===== src/rtl/fetch_pc_unit_pkg.sv =====
// rtl/fetch_pc_unit_pkg.sv - shared fetch-stage encodings, constants and helpers
package fetch_pc_unit_pkg;

    // Fetch sequencer states: BOOT lasts one cycle after reset, RUN thereafter.
    typedef enum logic {
        FETCH_BOOT = 1'b0,
        FETCH_RUN  = 1'b1
    } fetch_state_e;

    localparam logic [31:0] INSN_BYTES       = 32'd4;
    localparam logic [31:0] PC_RESET_DEFAULT = 32'h4000_0000;

    // Instructions are word aligned; low address bits of a target are discarded.
    function automatic logic [31:0] align_word(input logic [31:0] addr);
        return addr & ~(INSN_BYTES - 32'd1);
    endfunction

endpackage


===== src/rtl/fetch_pc_unit_perf_counter.sv =====
// rtl/fetch_pc_unit_perf_counter.sv - wrapping event counter with increment enable
module perf_counter #(
    parameter int CNT_W = 32
) (
    input  logic             clk,
    input  logic             rst,
    input  logic             inc,
    output logic [CNT_W-1:0] count
);

    logic [CNT_W-1:0] count_q;

    // Count one per qualifying cycle; overflow wraps silently.
    always_ff @(posedge clk or posedge rst) begin
        if (rst) begin
            count_q <= '0;
        end else if (inc) begin
            count_q <= count_q + CNT_W'(1);
        end
    end

    assign count = count_q;

endmodule


===== src/rtl/fetch_pc_unit.sv =====
// rtl/fetch_pc_unit.sv - fetch-stage PC generator with stall/kill/redirect handling
module fetch_pc_unit
    import fetch_pc_unit_pkg::*;
#(
    parameter logic [31:0] PC_RESET = PC_RESET_DEFAULT,
    parameter int          CNT_W    = 32
) (
    input  logic             clk,
    input  logic             rst,
    input  logic             stall,
    input  logic             kill,
    input  logic             redirect_valid,
    input  logic [31:0]      redirect_target,
    output logic [31:0]      imem_addr,
    output logic             imem_en,
    output logic [31:0]      if_pc,
    output logic [31:0]      if_pc_plus4,
    output logic             if_valid,
    output logic [CNT_W-1:0] cnt_fetch,
    output logic [CNT_W-1:0] cnt_stall,
    output logic [CNT_W-1:0] cnt_kill
);

    fetch_state_e state_q, state_d;
    logic [31:0]  pc_q, pc_d;
    logic         valid_q, valid_d;
    logic [31:0]  pc_plus4;
    logic         running;
    logic         redirect_take;
    logic         fetch_inc;
    logic         stall_inc;
    logic         kill_inc;

    assign running       = (state_q == FETCH_RUN);
    assign pc_plus4      = pc_q + INSN_BYTES;
    // A redirect is only honoured when the pipeline is moving; under stall it is dropped.
    assign redirect_take = running & redirect_valid & ~stall;

    // Next-PC selection: stall holds, then redirect, then sequential fetch.
    always_comb begin
        state_d = state_q;
        pc_d    = pc_q;
        valid_d = valid_q;
        case (state_q)
            FETCH_BOOT: begin
                state_d = FETCH_RUN;
                pc_d    = PC_RESET;
                valid_d = 1'b1;
            end
            FETCH_RUN: begin
                if (stall) begin
                    pc_d    = pc_q;
                    valid_d = valid_q;
                end else if (redirect_valid) begin
                    pc_d    = align_word(redirect_target);
                    valid_d = 1'b1;
                end else begin
                    pc_d    = pc_plus4;
                    valid_d = 1'b1;
                end
            end
            default: begin
                state_d = FETCH_BOOT;
                pc_d    = PC_RESET;
                valid_d = 1'b0;
            end
        endcase
    end

    // Sequencer state plus the PC/valid of the word that will be on the IMEM bus next cycle.
    always_ff @(posedge clk or posedge rst) begin
        if (rst) begin
            state_q <= FETCH_BOOT;
            pc_q    <= PC_RESET;
            valid_q <= 1'b0;
        end else begin
            state_q <= state_d;
            pc_q    <= pc_d;
            valid_q <= valid_d;
        end
    end

    // The address issued now is exactly the PC that will own the returned word.
    assign imem_addr   = pc_d;
    assign imem_en     = 1'b1;
    assign if_pc       = pc_q;
    assign if_pc_plus4 = pc_plus4;
    assign if_valid    = valid_q & ~kill & ~redirect_take;

    assign fetch_inc = if_valid & ~stall;
    assign stall_inc = running & stall;
    // Kill and redirect together still count once; a stalled word is not lost so it is not counted.
    assign kill_inc  = running & valid_q & ~stall & (kill | redirect_valid);

    perf_counter #(.CNT_W(CNT_W)) u_cnt_fetch (
        .clk   (clk),
        .rst   (rst),
        .inc   (fetch_inc),
        .count (cnt_fetch)
    );

    perf_counter #(.CNT_W(CNT_W)) u_cnt_stall (
        .clk   (clk),
        .rst   (rst),
        .inc   (stall_inc),
        .count (cnt_stall)
    );

    perf_counter #(.CNT_W(CNT_W)) u_cnt_kill (
        .clk   (clk),
        .rst   (rst),
        .inc   (kill_inc),
        .count (cnt_kill)
    );

endmodule

===== config.mk =====
export PLATFORM = sky130hd
export DESIGN_NAME = fetch_pc_unit
export DESIGN_NICKNAME = d
export VERILOG_FILES = /design/src/rtl/fetch_pc_unit_pkg.sv /design/src/rtl/fetch_pc_unit_perf_counter.sv /design/src/rtl/fetch_pc_unit.sv
export SDC_FILE = /design/constraint.sdc
export NUM_CORES = 1
export LEC_CHECK = 0
export ABC_CLOCK_PERIOD_IN_PS = 4900
export BUFFER_PORTS_ARGS = -buffer_cell sky130_fd_sc_hd__buf_2
export CAP_MARGIN = 5
export CORE_ASPECT_RATIO = 1.75
export CORE_UTILIZATION = 50
export CTS_CLUSTER_SIZE = 16
export DETAILED_ROUTE_END_ITERATION = 6
export HOLD_SLACK_MARGIN = 0.08
export MAX_ROUTING_LAYER = met4
export PLACE_DENSITY = 0.85
export SKIP_CTS_REPAIR_TIMING = 1
export SLEW_MARGIN = 20
export SYNTH_ARGS = -nofsm -noshare
export SYNTH_HDL_FRONTEND = slang
export SYNTH_SLANG_ARGS = --single-unit
export TNS_END_PERCENT = 100

===== constraint.sdc =====
create_clock -name clk -period 4.9 [get_ports clk]
set_input_delay 0 -clock clk [delete_from_list [all_inputs] [get_ports clk]]
set_output_delay 0 -clock clk [all_outputs]
set_load 0.005 [all_outputs]

==> impl_metrics.py <==
metrics = {
    "timing": {
        "worst_clock_skew_ns": 0.0125,
        "tightest_slew_ns": 0.946,
        "max-slew-margin-rel_pct": 36.7,
        "final.min_clock_period_ns": 2.98,
        "timing.hold.ws_ns": 0.0299,
        "fin_hold_viols": 0,
        "setup_viol_count_final": 0,
        "rsz0062_at_grt": "false",
        "achievable-frequency_mhz": 336,
        "setup-tns-final_ns": 0,
        "finalCritPeriodShare_pct": 60.8,
        "slew_violations": 0,
    },
    "synth": {
        "ys.flop_type": "dfrtp_1",
        "synth.area.top_cells": "dfrtp_1, xnor2_1, xor2_1",
        "syn-mean-instance-area_um2": 10.0,
        "synth_enable_flop_cells": 0,
        "yosysMostFrequentCell": "dfrtp_1",
        "synthDominantCellAreaShare_pct": 47.4,
        "yosys_warnings": 0,
        "yosys.area.top_type": "dfrtp_1",
        "synth.top_cells.by_count": "dfrtp_1, xnor2_1, nand2_1",
        "yosys_register_bits": 130,
        "synthCells": 680,
        "synth.yosys.seq_area_share_pct": 47.7,
        "asyncSetResetFlopFracSynth_pct": 100,
        "netlist_area_mm2": 0.00682,
        "synth.lib_cells_used.distinct": 54,
    },
    "placement": {
        "io_buffers": 227,
        "routabilityCongestion": 0.833,
        "detailed_place_hpwl_um": 13200,
        "placed_cells_incl_taps": 1053,
    },
    "setup_path": {
        "setup.worst_path.end_class": "primary output",
        "critical_path_arrival_ns": 2.98,
        "crit_type": "reg -> out",
        "worst-path-max-fanout": 8,
        "reg2reg_depth": 6,
        "critical_path.startpoint_type": "register",
        "cp_data_required_time_ns": 4.90,
    },
    "global_route": {
        "grt_pass1_wl_um": 29100,
        "grt_antenna_before_repair": 0,
        "grt_max_degree": 71,
        "number_of_global_route_vias_before_repair": 5851,
        "grt_overflow_total": 0,
        "grtUsageMet2_pct": 46.3,
        "grt_busiest_layer": "met2",
        "grt.total_usage_pct": 26.7,
        "use_met3_pct": 4.76,
        "gr_util_met1_pct": 29.9,
    },
    "cells_and_area": {
        "layout.nets": 968,
        "antenna_cells_inserted": 0,
        "fillerInstances": 1073,
        "final_layout_size_suffix_gt1_share_pct": 30.2,
        "area_delta_synth_final_pct": 30.4,
        "finalNonFillerCells": 1114,
        "regArea_mm2": 0.00325,
        "util_after_layout_pct": 66.4,
        "multi_input_area_mm2": 0.00335,
    },
    "routing": {
        "drt_first_iter_violations": 368,
        "drt-wirelength-per-cell_um": 16.9,
        "drc_markers": 2,
        "first_pass_drt_iterations": 7,
        "num_vias": 6233,
        "drt-total-wl_um": 18800,
        "post_route_antenna_net_violation_count": 0,
        "avgViaCountPerCell": 5.60,
    },
    "clocking": {
        "cts_num_sinks": 130,
        "path_clk_slew_ns": 0.06,
        "max-clock-path-buffers": 2,
        "clock_tree.root_cell": "clkbuf_16",
        "cts_tree": "done",
        "htreeDepth": 4,
        "clock_insertion_delay_worst_skew_ns": 0.41,
        "cts_made_buffers": 17,
    },
    "run": {
        "max_cap_violations": 0,
    },
    "floorplanning": {
        "core.rowCount": 56,
        "die_area_mm2": 0.0141,
        "io_pins": 231,
        "floorplan.die.width_um": 90.3,
        "initial_core_util_pct": 50.9,
        "core_mm2": 0.0134,
        "vertical_extent_of_the_die_um": 156,
    },
    "power_and_ir_drop": {
        "p_per_area_mw_per_mm2": 320,
        "report.power.total_uw": 2850,
        "vdd_ir_drop_max_mv": 0.240,
        "leakagePower_uw": 0.00461,
    },
    "run_status": {
        "violations": "design-rule violations",
        "result_of_the_run": "finished, violations left",
    },
    "worst_hold_path": {
        "number_of_cells_traversed_by_the_worst_hold_path": 4,
        "min-delay-path-class": "in -> reg",
    },
}
power by group:
part	total, uW	internal [uW]	switching [uW]
Combinational	402	194	207
Sequential	1270	1150	118
Clock	1180	669	507
Total	2850	2020	832
cells by family (layout without fill, tap and decap cells):
logic type / Yosys count / after routing / share of synthesized area (%)
simple gates: 278 / 278 / 22.2
flops: 130 / 130 / 47.7
xor+xnor: 121 / 121 / 15.5
compound gates: 88 / 88 / 9.20
buf+inv: 49 / 308 / 3.19
mux: 9 / 9 / 1.38
fa+ha+maj: 4 / 4 / 0.734
other cells: 1 / 2 / 0.0550
worst max-delay path, cell delays in order, from the launching register on:
cell     delay (ns)
dfrtp_1        0.47
ha_1           0.35
nand4_1        0.29
nor3_1         0.58
nand3_1        0.23
or3_1          0.40
nand3_1        0.11
buf_2          0.14
final cells by class:
type | count | share of cell area (%)
clock inverter | 13 | 1.18
sequential | 130 | 36.6
tap | 174 | 2.45
inverter | 15 | 0.661
timing repair buffer | 261 | 16.5
multi-input combinational | 502 | 37.7
clock buffer | 19 | 4.98
per-layer routing:
metal	vias up	routed length, um
li1	2895	-
met1	3056	7300
met2	231	9950
met3	51	895
met4	0	644
met5	-	0
cells in the final DEF, fill, tap and decap left out, types with 7 or more instances in the layout:
cell / netlist / routed
dlygate4sd3_1: 0 / 29
a21oi_1: 10 / 10
xor2_1: 39 / 39
clkbuf_16: 0 / 17
inv_1: 15 / 14
dfrtp_1: 129 / 129
nand2_1: 62 / 62
buf_2: 10 / 227
nor3_1: 11 / 11
and3_1: 22 / 22
nor2_1: 50 / 50
a21boi_0: 8 / 8
and4_1: 14 / 14
a22o_1: 7 / 7
o21ai_0: 20 / 20
nand4_1: 30 / 30
xnor2_1: 82 / 82
nand3_1: 52 / 52
registers in the layout, indices dropped and copies added (netlist names):
name,cells
if_pc,32
u_cnt_kill.count,32
valid_q,1
running,1
u_cnt_fetch.count,32
u_cnt_stall.count,32
through the flow:
stage / area, um^2 / setup slack [ns]
5_1_grt: 8890 / 1.75
4_1_cts: 8600 / 1.97
3_5_place_dp: 8050 / 2.37
6_report: 8890 / 1.92
3_3_place_gp: 8050 / 2.37
2_1_floorplan: 6820 / 1.43
worst paths after layout:
kind	start	end	slack [ns]
worst max-delay path	if_pc[2]	imem_addr[24]	1.92
worst min-delay path	redirect_target[8]	if_pc[8]	0.03
worst max register to register	if_pc[2]	if_pc[24]	2.39
worst min register to register	u_cnt_stall.count[31]	u_cnt_stall.count[31]	0.46
max in group asynchronous	rst	if_pc[3]	3.13
min in group asynchronous	rst	u_cnt_stall.count[31]	0.65
No activity file was read; power rests on OpenSTA's default activity.
